[src/rtl/cpu_sequencer_pkg.sv]
// Shared state encodings, opcode defaults and widths for the CPU sequencer and decoder.
package cpu_sequencer_pkg;

    localparam int unsigned PC_W_DEF = 8;
    localparam int unsigned OPC_W    = 4;

    localparam logic [OPC_W-1:0] HALT_OPC_DEF = 4'hF;
    localparam logic [OPC_W-1:0] JMP_OPC_DEF  = 4'hE;

    typedef enum logic [2:0] {
        S_IDLE     = 3'd0,
        S_FETCH_HI = 3'd1,
        S_FETCH_LO = 3'd2,
        S_DECODE   = 3'd3,
        S_EXECUTE  = 3'd4,
        S_HALT     = 3'd5
    } state_t;

    // True in either memory beat state.
    function automatic logic is_fetch(input state_t s);
        return (s == S_FETCH_HI) || (s == S_FETCH_LO);
    endfunction

endpackage

[src/rtl/cpu_sequencer_pc_counter.sv]
// Program counter register: synchronous reset, load beats increment, wraps modulo 2**W.
module cpu_sequencer_pc_counter #(
    parameter int unsigned W = 8
) (
    input  logic         clk,
    input  logic         res,
    input  logic         inc,
    input  logic         load,
    input  logic [W-1:0] din,
    output logic [W-1:0] q
);

    logic [W-1:0] q_d;
    logic [W-1:0] q_q;

    // Next count: load wins over increment; natural overflow gives the wrap.
    always_comb begin
        q_d = q_q;
        if (load) begin
            q_d = din;
        end else if (inc) begin
            q_d = q_q + W'(1);
        end
    end

    // Count register with synchronous reset to 0.
    always_ff @(posedge clk) begin
        if (res) begin
            q_q <= '0;
        end else begin
            q_q <= q_d;
        end
    end

    assign q = q_q;

endmodule

[src/rtl/cpu_sequencer.sv]
// Fetch/decode/execute control FSM: two-beat IR fetch, PC ownership, datapath enables.
module cpu_sequencer
    import cpu_sequencer_pkg::*;
#(
    parameter int unsigned      PC_W     = PC_W_DEF,
    parameter logic [OPC_W-1:0] HALT_OPC = HALT_OPC_DEF,
    parameter logic [OPC_W-1:0] JMP_OPC  = JMP_OPC_DEF
) (
    input  logic             clk,
    input  logic             res,
    input  logic             start,
    input  logic             mem_ack,
    input  logic             stall,
    input  logic [OPC_W-1:0] opcode,
    input  logic [OPC_W-1:0] operand,
    output logic             mem_req,
    output logic             mem_half,
    output logic [PC_W-1:0]  pc,
    output logic             ir_hi_en,
    output logic             ir_lo_en,
    output logic             acc_en,
    output logic             busy,
    output logic             halted
);

    state_t state_d, state_q;
    logic   pc_inc, pc_load;
    logic   mem_req_d, mem_req_q;
    logic   mem_half_d, mem_half_q;
    logic   busy_d, busy_q;
    logic   halted_d, halted_q;

    // Next state and enables; enables follow mem_ack in the same cycle, reset suppresses all.
    always_comb begin
        state_d  = state_q;
        ir_hi_en = 1'b0;
        ir_lo_en = 1'b0;
        acc_en   = 1'b0;
        pc_inc   = 1'b0;
        pc_load  = 1'b0;
        case (state_q)
            S_IDLE: begin
                if (start) state_d = S_FETCH_HI;
            end
            S_FETCH_HI: begin
                if (mem_ack) begin
                    ir_hi_en = 1'b1;
                    state_d  = S_FETCH_LO;
                end
            end
            S_FETCH_LO: begin
                if (mem_ack) begin
                    ir_lo_en = 1'b1;
                    pc_inc   = 1'b1;
                    state_d  = S_DECODE;
                end
            end
            S_DECODE: begin
                state_d = (opcode == HALT_OPC) ? S_HALT : S_EXECUTE;
            end
            S_EXECUTE: begin
                if (!stall) begin
                    if (opcode == JMP_OPC) pc_load = 1'b1;
                    else                   acc_en  = 1'b1;
                    state_d = S_FETCH_HI;
                end
            end
            S_HALT: begin
                state_d = S_HALT;
            end
            default: begin
                state_d = S_IDLE;
            end
        endcase
        if (res) begin
            state_d  = S_IDLE;
            ir_hi_en = 1'b0;
            ir_lo_en = 1'b0;
            acc_en   = 1'b0;
            pc_inc   = 1'b0;
            pc_load  = 1'b0;
        end
    end

    // Status outputs decoded from the next state so their flops line up with state_q.
    always_comb begin
        mem_req_d  = is_fetch(state_d);
        mem_half_d = (state_d == S_FETCH_LO);
        busy_d     = (state_d != S_IDLE) && (state_d != S_HALT);
        halted_d   = (state_d == S_HALT);
    end

    // State and status registers with synchronous reset.
    always_ff @(posedge clk) begin
        if (res) begin
            state_q    <= S_IDLE;
            mem_req_q  <= 1'b0;
            mem_half_q <= 1'b0;
            busy_q     <= 1'b0;
            halted_q   <= 1'b0;
        end else begin
            state_q    <= state_d;
            mem_req_q  <= mem_req_d;
            mem_half_q <= mem_half_d;
            busy_q     <= busy_d;
            halted_q   <= halted_d;
        end
    end

    assign mem_req  = mem_req_q;
    assign mem_half = mem_half_q;
    assign busy     = busy_q;
    assign halted   = halted_q;

    cpu_sequencer_pc_counter #(
        .W(PC_W)
    ) u_pc (
        .clk  (clk),
        .res  (res),
        .inc  (pc_inc),
        .load (pc_load),
        .din  (PC_W'(operand)),
        .q    (pc)
    );

endmodule

[config.mk]
export PLATFORM = sky130hd
export DESIGN_NAME = cpu_sequencer
export DESIGN_NICKNAME = d
export VERILOG_FILES = /design/src/rtl/cpu_sequencer_pkg.sv /design/src/rtl/cpu_sequencer_pc_counter.sv /design/src/rtl/cpu_sequencer.sv
export SDC_FILE = /design/constraint.sdc
export NUM_CORES = 1
export LEC_CHECK = 0
export BUFFER_PORTS_ARGS = -buffer_cell sky130_fd_sc_hd__buf_2
export CORE_MARGIN = 2
export CORE_UTILIZATION = 40
export DETAILED_ROUTE_END_ITERATION = 16
export PLACE_DENSITY = 0.77
export RECOVER_POWER = 50
export REMOVE_ABC_BUFFERS = 1
export SYNTH_ARGS = -nofsm -noshare
export SYNTH_HDL_FRONTEND = slang
export SYNTH_SLANG_ARGS = --single-unit
[constraint.sdc]
create_clock -name clk -period 2 [get_ports clk]
set_input_delay 0.4 -clock clk [delete_from_list [all_inputs] [get_ports clk]]
set_output_delay 0.4 -clock clk [all_outputs]
set_load 0.05 [all_outputs]
Word level (Yosys, flattened, before mapping)
Cells that the tools add are included.
- bits in registers: 15
- output and inout bits: 15
- add/sub/neg operators: 1
- eq/ne operators: 11
- mux-type cells: 22
- reductions and logical operators: 6
- operator list (operator ; count):
    case mux 3 bit (6 select lines) ; 1
    two-way mux 3 bit ; 5
    two-way mux 1 bit ; 14
    equality test 3 x 2 -> 1 bit, second input constant ; 3
    equality test 3 bit, second input constant ; 3
    adder 8 x 1 -> 8 bit, second input constant ; 1
    equality test 4 bit, second input constant ; 2
    two-way mux 4 bit ; 2
    equality test 3 x 1 -> 1 bit, second input constant ; 2
    zero test 3 bit ; 1
    inequality test 3 bit, second input constant ; 1
    nonzero test 3 bit ; 1
    nonzero test 2 bit ; 1
    OR reduction 2 bit ; 1
    logical AND 1 bit ; 1
    logical OR 1 bit ; 1

Longest topological paths before layout
Gate-level depths: netlist of the first run.
- depth in word-level cells: 6
- depth in mapped cells: 7
- mapped depth without buffers: 6

By module
A second synthesis of the first run with hierarchy kept.
- cell total of the unflattened synthesis: 101
- area total of the unflattened synthesis: 847.1 µm²
- by module, submodules not included (module ; instances ; cells an instance ; area each (µm²) ; seq. area each (µm²)):
    cpu_sequencer_pc_counter ; 1 ; 53 ; 464.2 ; 160.2
    cpu_sequencer ; 1 ; 48 ; 382.9 ; 140.1

Worst setup path after synthesis of the first run
OpenSTA, ideal clock, no wires.
- path kind: flip-flop to output port
- from: reg state_q[1]
- to: out acc_en
- data arrival time: 1.922 ns
- slack: -0.322 ns
- cell stages (with the launch flop): 4
- buffers on the path: 1
- path through: dfxtp_1 > buf_4 > nor4b_2 > nor3b_1
- longest elaborated chain between the ends: 3
- RTL lines (element ; line ; text):
    start, declared ; cpu_sequencer.sv:26 ; state_t state_d, state_q;
    start signal, assigned ; cpu_sequencer.sv:102 ; state_q <= state_d;
    equality test 3 bit ; cpu_sequencer.sv:41 ; case (state_q)
    two-way mux 1 bit ; cpu_sequencer.sv:41 ;
    two-way mux 1 bit ; cpu_sequencer.sv:75 ; if (res) begin
    end, declared ; cpu_sequencer.sv:21 ; output logic acc_en,
No other way between the ends.

Worst setup path after layout of the first run
- from: reg state_q[0]
- to: out acc_en
The elaborated chain is that of the path after synthesis.

==> flow_summary.json, run 1 <==
{
  "outcome": "finished clean",
  "highest_layer": "met3",
  "ys_seq_area_share_pct": 39.80,
  "cts-root-buf": "clkbuf_4",
  "area_growth_pct": 27.03,
  "finalHoldViolCount": 0,
  "p_leak_nw": 0.4416,
  "clockBufferDepth": 2,
  "grt-ovfl-total": 0,
  "port_buffers": 27,
  "crit_family": "simple AND/OR/NAND/NOR gates",
  "dp_cells": 143,
  "cp.arrival_ps": 1480,
  "synth_xor_xnor_area_share_pct": 4.643,
  "p_per_area_nw_per_um2": 659.3,
  "antenna_found_initial": 0,
  "fillCellCount": 178,
  "grt_pass1_vias": 623,
  "seq_area_um2": 302.8,
  "core_area_um2": 1745,
  "crit_required_ps": 1600,
  "met3_length_um": 108,
  "fin_cells": 147,
  "met2_wirelength_um": 714,
  "clkPwrFrac_pct": 27.5,
  "ys_warn_count": 0,
  "vias": 736,
  "ioPinCount": 28,
  "grtUsageTotal_pct": 16.05,
  "async_flop_share_pct": 0,
  "synth_top_family_by_area": "simple AND/OR/NAND/NOR gates",
  "setup_viol": 0,
  "end_kind": "primary output",
  "muxShareOfSynthArea_pct": 1.327,
  "worstPathCellList": "nor4b_2, nor3b_2, buf_4",
  "cap_viol_max_count": 0,
  "slew_viol_final": 0,
  "syn_area_per_cell_um2": 8.201,
  "cts_num_sinks": 15,
  "mostFrequentLayoutCells": "buf_2 (26), nor2_1 (14), dfxtp_1 (13)",
  "route.detailed.drc": 0,
  "dieArea_um2": 2250,
  "synth-main-ff-cell": "dfxtp_1",
  "row_count": 15,
  "fin_nets": 137,
  "period_needed_ps": 1882,
  "first_iter_violations": 11,
  "wl_um": 1532,
  "p_sw_share_pct": 30.88,
  "syn_inst": 92,
  "p_seq_share_pct": 51.9,
  "whs_ps": 396.8,
  "dieWidth_um": 47.43,
  "hpwl_um": 1169,
  "critical_path_peak_fanout": 7,
  "worst_pin_slew_ps": 498.9,
  "hold_class": "primary input to flop",
  "fmax_mhz": 531.2,
  "crit_type": "flop to primary output",
  "gp_congestion": 0.7424,
  "firstDrtPassIters": 4,
  "wl_met1_um": 709,
  "multi_input_comb_area_um2": 419.2,
  "final_common_cell": "buf_2",
  "synthAdderAreaFrac_pct": 1.658,
  "total_power_mw": 0.6319,
  "cts_tree": "done",
  "diodes": 0,
  "avgViaCountPerCell": 5.007,
  "cts_inserted_buffers": 3,
  "synth_compound_gate_area_share_pct": 14.26,
  "cpMaxStageDelayCell": "dfxtp_1",
  "ant_nets": 0,
  "power.switching_mw": 0.1951,
  "combPwrFrac_pct": 20.7,
  "clkTransAtPathRegs_ps": 90,
  "synth_edf_count": 0,
  "cp_num_buf_inv": 1,
  "ir_worst_vdd_mv": 0.4133,
  "yosysUniqueCellTypes": 36,
  "post-route-period-util_pct": 94.12,
  "yosys.area_share.simple_pct": 32.67,
  "htree_num_levels": 1,
  "wire_per_inst_um": 10.42,
  "layout-drive-gt1-share_pct": 32.79,
  "max-slew-margin-rel_pct": 66.58,
  "die_h_um": 47.43,
  "internal_power_mw": 0.4368,
  "start_util_pct": 43.23,
  "start_kind": "flop",
  "synth-seq-cells": 15,
  "fin_worst_skew_ps": 2.806,
  "syn_area_um2": 754.5,
  "slowest_delay_ps": 380,
  "grt_max_degree": 16,
  "worstSkewPairLatency_ps": 280,
  "grt_pass1_wl_um": 2587
}
through the flow:
stage | utilization (%) | worst slack [ps] | instance area [um^2] | TNS, ps
finish | 54.91 | 117.6 | 958.4 | 0
global route | 54.91 | -7.615 | 958.4 | -7.615
CTS | 54.41 | 19.73 | 949.7 | 0
detailed placement | 52.69 | 231.6 | 919.6 | 0
global placement | 52.69 | 246.5 | 919.6 | 0
floorplan | - | -272.2 | 738.2 | -272.2
cell families after synthesis:
| kind of cell | count (synthesis) |
|---|---|
| flip-flops | 15 |
| AND/OR/NAND/NOR | 43 |
| AO/OA/AOI/OAI | 18 |
| adder cells (fa/ha/maj) | 1 |
| buffers and inverters | 10 |
| multiplexers | 1 |
| XOR/XNOR | 4 |
worst register-to-register path: stages (launching register included):
cell	delay, ps
dfxtp_1	380
nand4bb_1	240
or4_4	540
or3_1	360
a21oi_1	130
cell type report:
class	count	area share (%)
repair buffers	29	15.93
flip-flops and latches	15	31.59
clock buffers	4	2.742
well taps	25	3.264
multi-input cells	67	43.73
inverters	7	2.742
cells in the mapped netlist (2+ instances only):
library cell	count	area share, %
a21o_1	2	2.0
a21oi_1	5	3.3
a31oi_1	3	2.5
dfxtp_1	15	40
inv_1	7	3.5
nand2_1	7	3.5
nand3b_1	2	2.0
nor2_1	14	7.0
nor2b_1	3	2.5
nor4_1	2	1.7
o21ai_0	2	1.3
o21ai_1	2	1.3
o22ai_1	2	1.7
or3_1	2	1.7
xnor2_1	2	2.3
xor2_1	2	2.3
final timing paths:
| path | start | end | slack [ps] | cells past startpoint |
|---|---|---|---|---|
| min reg2reg | u_pc.q[5] | u_pc.q[5] | 510 | 2 |
| min | operand[1] | u_pc.q[1] | 400 | 3 |
| max reg2reg | state_q[0] | u_pc.q[5] | 280 | 4 |
| max | state_q[0] | acc_en | 120 | 3 |
flip-flops by register name, summed over array words and instances (netlist names):
register and flops:
u_pc.q 8, state_q 3, busy 1, halted 1
mem_half 1, mem_req 1
power by group through the flow:
stage / sequential (mW) / clock [mW] / combinational (mW)
floorplan: 0.369 / 0 / 0.0549
global placement: 0.333 / 0 / 0.128
detailed placement: 0.334 / 0 / 0.129
CTS: 0.327 / 0.178 / 0.130
global route: 0.331 / 0.190 / 0.143
finish: 0.328 / 0.174 / 0.131
what timing repair did:
item / in CTS / in global routing
setup endpoints to repair: 1 / 3
buffers inserted: 0 / 0
hold buffers: 0 / 0
hold endpoints to repair: 0 / 0
gates resized for setup: 2 / 3
metal layers:
layer  GRT usage [%]  up-vias
met5               0        -
met4           1.667        0
li1                -      383
met2           26.76       23
met1           20.69      330
met3           5.660        0
No activity file was read; power rests on OpenSTA's default activity.
==> run 2: changes to the inputs <==
==> constraint.sdc (replaced) <==
create_clock -name clk -period 2 [get_ports clk]
set_input_delay 0.4 -clock clk [delete_from_list [all_inputs] [get_ports clk]]
set_output_delay 0.4 -clock clk [all_outputs]
set_load 0.01 [all_outputs]
==> flow_summary.json, run 2 (synthesized netlist as in run 1, its figures left out) <==
{
  "outcome": "finished clean",
  "antenna_found_initial": 0,
  "period_needed_ps": 1889,
  "p_per_area_nw_per_um2": 637.5,
  "setup_viol": 0,
  "cts_tree": "done",
  "port_buffers": 27,
  "rsz0062_at_grt": "false",
  "slew_viol_final": 0,
  "final_common_cell": "buf_2",
  "end_kind": "primary output",
  "dieArea_um2": 2250,
  "cp_num_buf_inv": 1,
  "avgViaCountPerCell": 5.041,
  "crit_type": "flop to primary output",
  "dieWidth_um": 47.43,
  "core_area_um2": 1745,
  "hp-start": "operand[1]",
  "htree_num_levels": 1,
  "layout-drive-gt1-share_pct": 21.95,
  "start_util_pct": 43.23,
  "route.detailed.drc": 0,
  "cpMaxStageDelayCell": "dfxtp_1",
  "hold_class": "primary input to flop",
  "cap_viol_max_count": 0,
  "fin_area_um2": 942.2,
  "dp_cells": 144,
  "finalHoldViolCount": 0,
  "grt_pass1_wl_um": 2932,
  "mostFrequentLayoutCells": "buf_2 (15), nor2_1 (14), dfxtp_1 (14)",
  "cp-startpoint": "state_q[1]",
  "gp_congestion": 0.8192,
  "worstSkewPairLatency_ps": 290,
  "ir_worst_vdd_mv": 0.5808,
  "ant_nets": 0,
  "p_leak_nw": 0.3932,
  "cp.arrival_ps": 1490,
  "start_kind": "flop",
  "critical_path_peak_fanout": 10,
  "wire_per_inst_um": 11.64,
  "fmax_mhz": 529.4,
  "cts_num_sinks": 15,
  "grt_max_degree": 15,
  "crit_required_ps": 1600,
  "pre_cts_ws_ps": 226.7,
  "clockBufferDepth": 2,
  "clkTransAtPathRegs_ps": 90,
  "largest_reg_flops": 8,
  "vias": 746,
  "postCtsSetupRepairBufs": 0,
  "first_iter_violations": 10,
  "finalSetupTns_ps": 0,
  "fin_cells": 148,
  "ioPinCount": 28,
  "grtUsageTotal_pct": 18.94,
  "diodes": 0,
  "grt-ovfl-total": 0,
  "fin_worst_skew_ps": 4.243,
  "hpwl_um": 1305,
  "crit_family": "simple AND/OR/NAND/NOR gates",
  "wl_um": 1723,
  "cts-root-buf": "clkbuf_4",
  "fin_nets": 138,
  "max-slew-margin-rel_pct": 63.29,
  "row_count": 15,
  "worstPathCellList": "nor4b_2, nor3b_1, buf_2",
  "cts_inserted_buffers": 3,
  "fin_ws_ps": 111.1,
  "firstDrtPassIters": 3,
  "worst_pin_slew_ps": 548.1,
  "die_h_um": 47.43,
  "post-route-period-util_pct": 94.45,
  "area_growth_pct": 24.88,
  "reg2reg_from": "state_q[1]",
  "slowest_delay_ps": 400,
  "grt_pass1_vias": 677,
  "placement.cell_area_um2": 927.1
}
-- run 2: cell count changes in the layout (fill, tap and decap cells not counted), sizes merged --
cell    change
buf        -11
clkbuf     +12
-- run 2: tightest hold or removal path: cells and delay by family --
family | cells | cell delay [ps]
buffers and inverters | 1 | 100
and+or+nand+nor | 2 | 140
-- run 2: what timing repair did --
item	CTS	global route
endpoints found under the setup margin	0	2
gates resized for setup	0	2
hold buffers	0	0
-- run 2: area by class of cell --
class	count	area, um^2
clock buffer	4	26.28
timing repair buffer	30	142.6
inverter	7	26.28
sequential	15	301.5
fill	189	803.3
tap	25	31.28
multi-input combinational	67	414.1
-- run 2: worst paths after layout --
check,endpoint,slack [ps],cells past startpoint
hold / removal,u_pc.q[1],390,3
hold reg to reg,u_pc.q[7],530,2
setup reg to reg,u_pc.q[5],210,4
setup / recovery,acc_en,110,3
-- run 2: per-stage QoR --
stage | hold slack [ps] | util [%] | power, mW
final | 387.6 | 53.98 | 0.6006
after global routing | 396.4 | 53.98 | 0.6391
after CTS | 383.7 | 54.62 | 0.6065
after detailed placement | 505.7 | 53.12 | 0.4312
after global placement | 496.9 | 53.12 | 0.4273
after floorplan | 469.1 | - | 0.3879
-- run 2: where the power goes --
group | internal [mW] | switching, mW
Sequential | 0.314 | 0.0137
Clock | 0.0776 | 0.100
Combinational | 0.0434 | 0.0518
Total | 0.435 | 0.166
-- run 2: routing by layer --
metal  vias up  global-route usage [%]  wire, um
met3         2                   8.302        98
met4         0                   7.222        12
met2        18                   28.65       806
met5         -                       0         0
li1        384                       -         -
met1       342                   23.79       805
==> run 3: changes to the inputs <==
--- a/config.mk
+++ b/config.mk
@@ -6,10 +6,12 @@
 export NUM_CORES = 1
 export LEC_CHECK = 0
 export BUFFER_PORTS_ARGS = -buffer_cell sky130_fd_sc_hd__buf_2
+export CELL_PAD_IN_SITES_DETAIL_PLACEMENT = 1
+export CELL_PAD_IN_SITES_GLOBAL_PLACEMENT = 1
 export CORE_MARGIN = 2
-export CORE_UTILIZATION = 40
+export CORE_UTILIZATION = 33
 export DETAILED_ROUTE_END_ITERATION = 16
-export PLACE_DENSITY = 0.77
+export PLACE_DENSITY = 0.86
 export RECOVER_POWER = 50
 export REMOVE_ABC_BUFFERS = 1
 export SYNTH_ARGS = -nofsm -noshare
==> flow_summary.json, run 3 (synthesized netlist as in run 1, its figures left out) <==
{
  "slew_viol_final": 0,
  "period_needed_ps": 1849,
  "row_count": 17,
  "hp-start": "operand[1]",
  "clkTransAtPathRegs_ps": 90,
  "max-slew-margin-rel_pct": 63.47,
  "htree_num_levels": 1,
  "worstSkewPairLatency_ps": 280,
  "end_kind": "primary output",
  "r2r_slack_ps": 190,
  "grt_max_degree": 15,
  "highest_layer": "met4",
  "p_per_area_nw_per_um2": 634.3,
  "grt_pass1_wl_um": 3201,
  "wl_met1_um": 852,
  "ir_worst_vdd_mv": 0.3561,
  "met2_wirelength_um": 943,
  "worst_pin_slew_ps": 545.4,
  "cap_viol_max_count": 0,
  "finalHoldViolCount": 0,
  "grt-ovfl-total": 0,
  "fmax_mhz": 540.9,
  "crit_type": "flop to primary output",
  "mostFrequentLayoutCells": "buf_2 (15), nor2_1 (14), dfxtp_1 (14)",
  "fin_cells": 151,
  "pre_cts_ws_ps": 231.6,
  "vias": 747,
  "dieArea_um2": 2685,
  "met3_length_um": 93,
  "reg2regPathDepth": 4,
  "grt_pass1_vias": 693,
  "cts-root-buf": "clkbuf_4",
  "start_kind": "flop",
  "cts_inserted_buffers": 3,
  "cp-startpoint": "state_q[1]",
  "route.detailed.drc": 0,
  "finalSetupTns_ps": 0,
  "core_area_um2": 2191,
  "clockBufferDepth": 2,
  "dieWidth_um": 51.82,
  "fin_area_um2": 944.7,
  "setup_viol": 0,
  "gp_congestion": 0.7708,
  "hpwl_um": 1481,
  "port_buffers": 27,
  "largest_reg_flops": 8,
  "start_util_pct": 34.44,
  "area_growth_pct": 25.21,
  "endpoint": "acc_en",
  "fin_ws_ps": 151.4,
  "fillCellCount": 297,
  "cp.arrival_ps": 1450,
  "grtUsageTotal_pct": 16.27,
  "rsz0062_at_grt": "false",
  "wire_per_inst_um": 12.60,
  "wl_um": 1903,
  "dp_cells": 147,
  "final_common_cell": "buf_2",
  "placement.cell_area_um2": 930.9,
  "fin_worst_skew_ps": 1.289,
  "fin_nets": 138,
  "ioPinCount": 28,
  "p_leak_nw": 0.3954,
  "die_h_um": 51.82,
  "critical_path_peak_fanout": 10,
  "diodes": 0,
  "crit_required_ps": 1600,
  "reg2reg_from": "state_q[1]",
  "layout-drive-gt1-share_pct": 21.95,
  "reg2reg_to": "u_pc.q[5]",
  "outcome": "finished clean",
  "antenna_found_initial": 0,
  "post-route-period-util_pct": 92.43,
  "first_iter_violations": 5,
  "firstDrtPassIters": 4,
  "cts_num_sinks": 15,
  "avgViaCountPerCell": 4.947,
  "ant_nets": 0,
  "cts_tree": "done",
  "hold_class": "primary input to flop"
}
[run 3: changes by cell type in the layout (fill, tap and decap cells not counted)]
cell and delta:
nor2b_2 -1, nor2b_1 +1, clkinv_2 +1, clkbuf_1 -1
[run 3: power by group]
| part | internal, mW | switching, mW | leakage, nW |
|---|---|---|---|
| Sequential | 0.314 | 0.0147 | 0.123 |
| Clock | 0.0742 | 0.101 | 0.0177 |
| Combinational | 0.0428 | 0.0531 | 0.255 |
[run 3: worst min path at each step]
stage | slack, ps | to | cells after the start
2_1_floorplan | 470 | mem_req | 1
3_3_place_gp | 500 | u_pc.q[5] | 2
3_5_place_dp | 510 | u_pc.q[5] | 2
4_1_cts | 390 | u_pc.q[1] | 3
5_1_grt | 400 | u_pc.q[1] | 3
6_report | 390 | u_pc.q[1] | 3
[run 3: metrics by stage]
stage / hold WS (ps) / utilization [%] / total power, mW
floorplan: 469.1 / - / 0.3879
global placement: 497.2 / 42.49 / 0.4292
detailed placement: 510.1 / 42.49 / 0.4346
CTS: 387.3 / 43.75 / 0.6132
global route: 398.2 / 43.12 / 0.6358
finish: 394.0 / 43.12 / 0.5992
[run 3: critical path, cell delays in order (launching register included)]
cell	delay [ps]
dfxtp_1	410
nor4b_2	360
nor3b_1	230
buf_2	160
[run 3: layer usage]
metal | track usage [%] | vias to the layer above
li1 | - | 383
met1 | 19.61 | 346
met2 | 28.42 | 16
met3 | 2.874 | 2
met4 | 6.579 | 0
met5 | 0 | -
[run 3: timing repair]
item / in CTS / in global routing
endpoints found under the setup margin: 0 / 1
hold buffers: 0 / 0
gates resized for setup: 0 / 1
setup buffers: 0 / 0
[run 3: final cells by class]
type                            count  area, um^2  area share [%]
Clock inverter                      1       5.005          0.5298
Clock buffer                        3       22.52           2.384
Tap cell                           28       35.03           3.709
Inverter                            7       26.28           2.781
Timing Repair Buffer               30       142.6           15.10
Multi-Input combinational cell     67       411.6           43.58
Sequential cell                    15       301.5           31.92
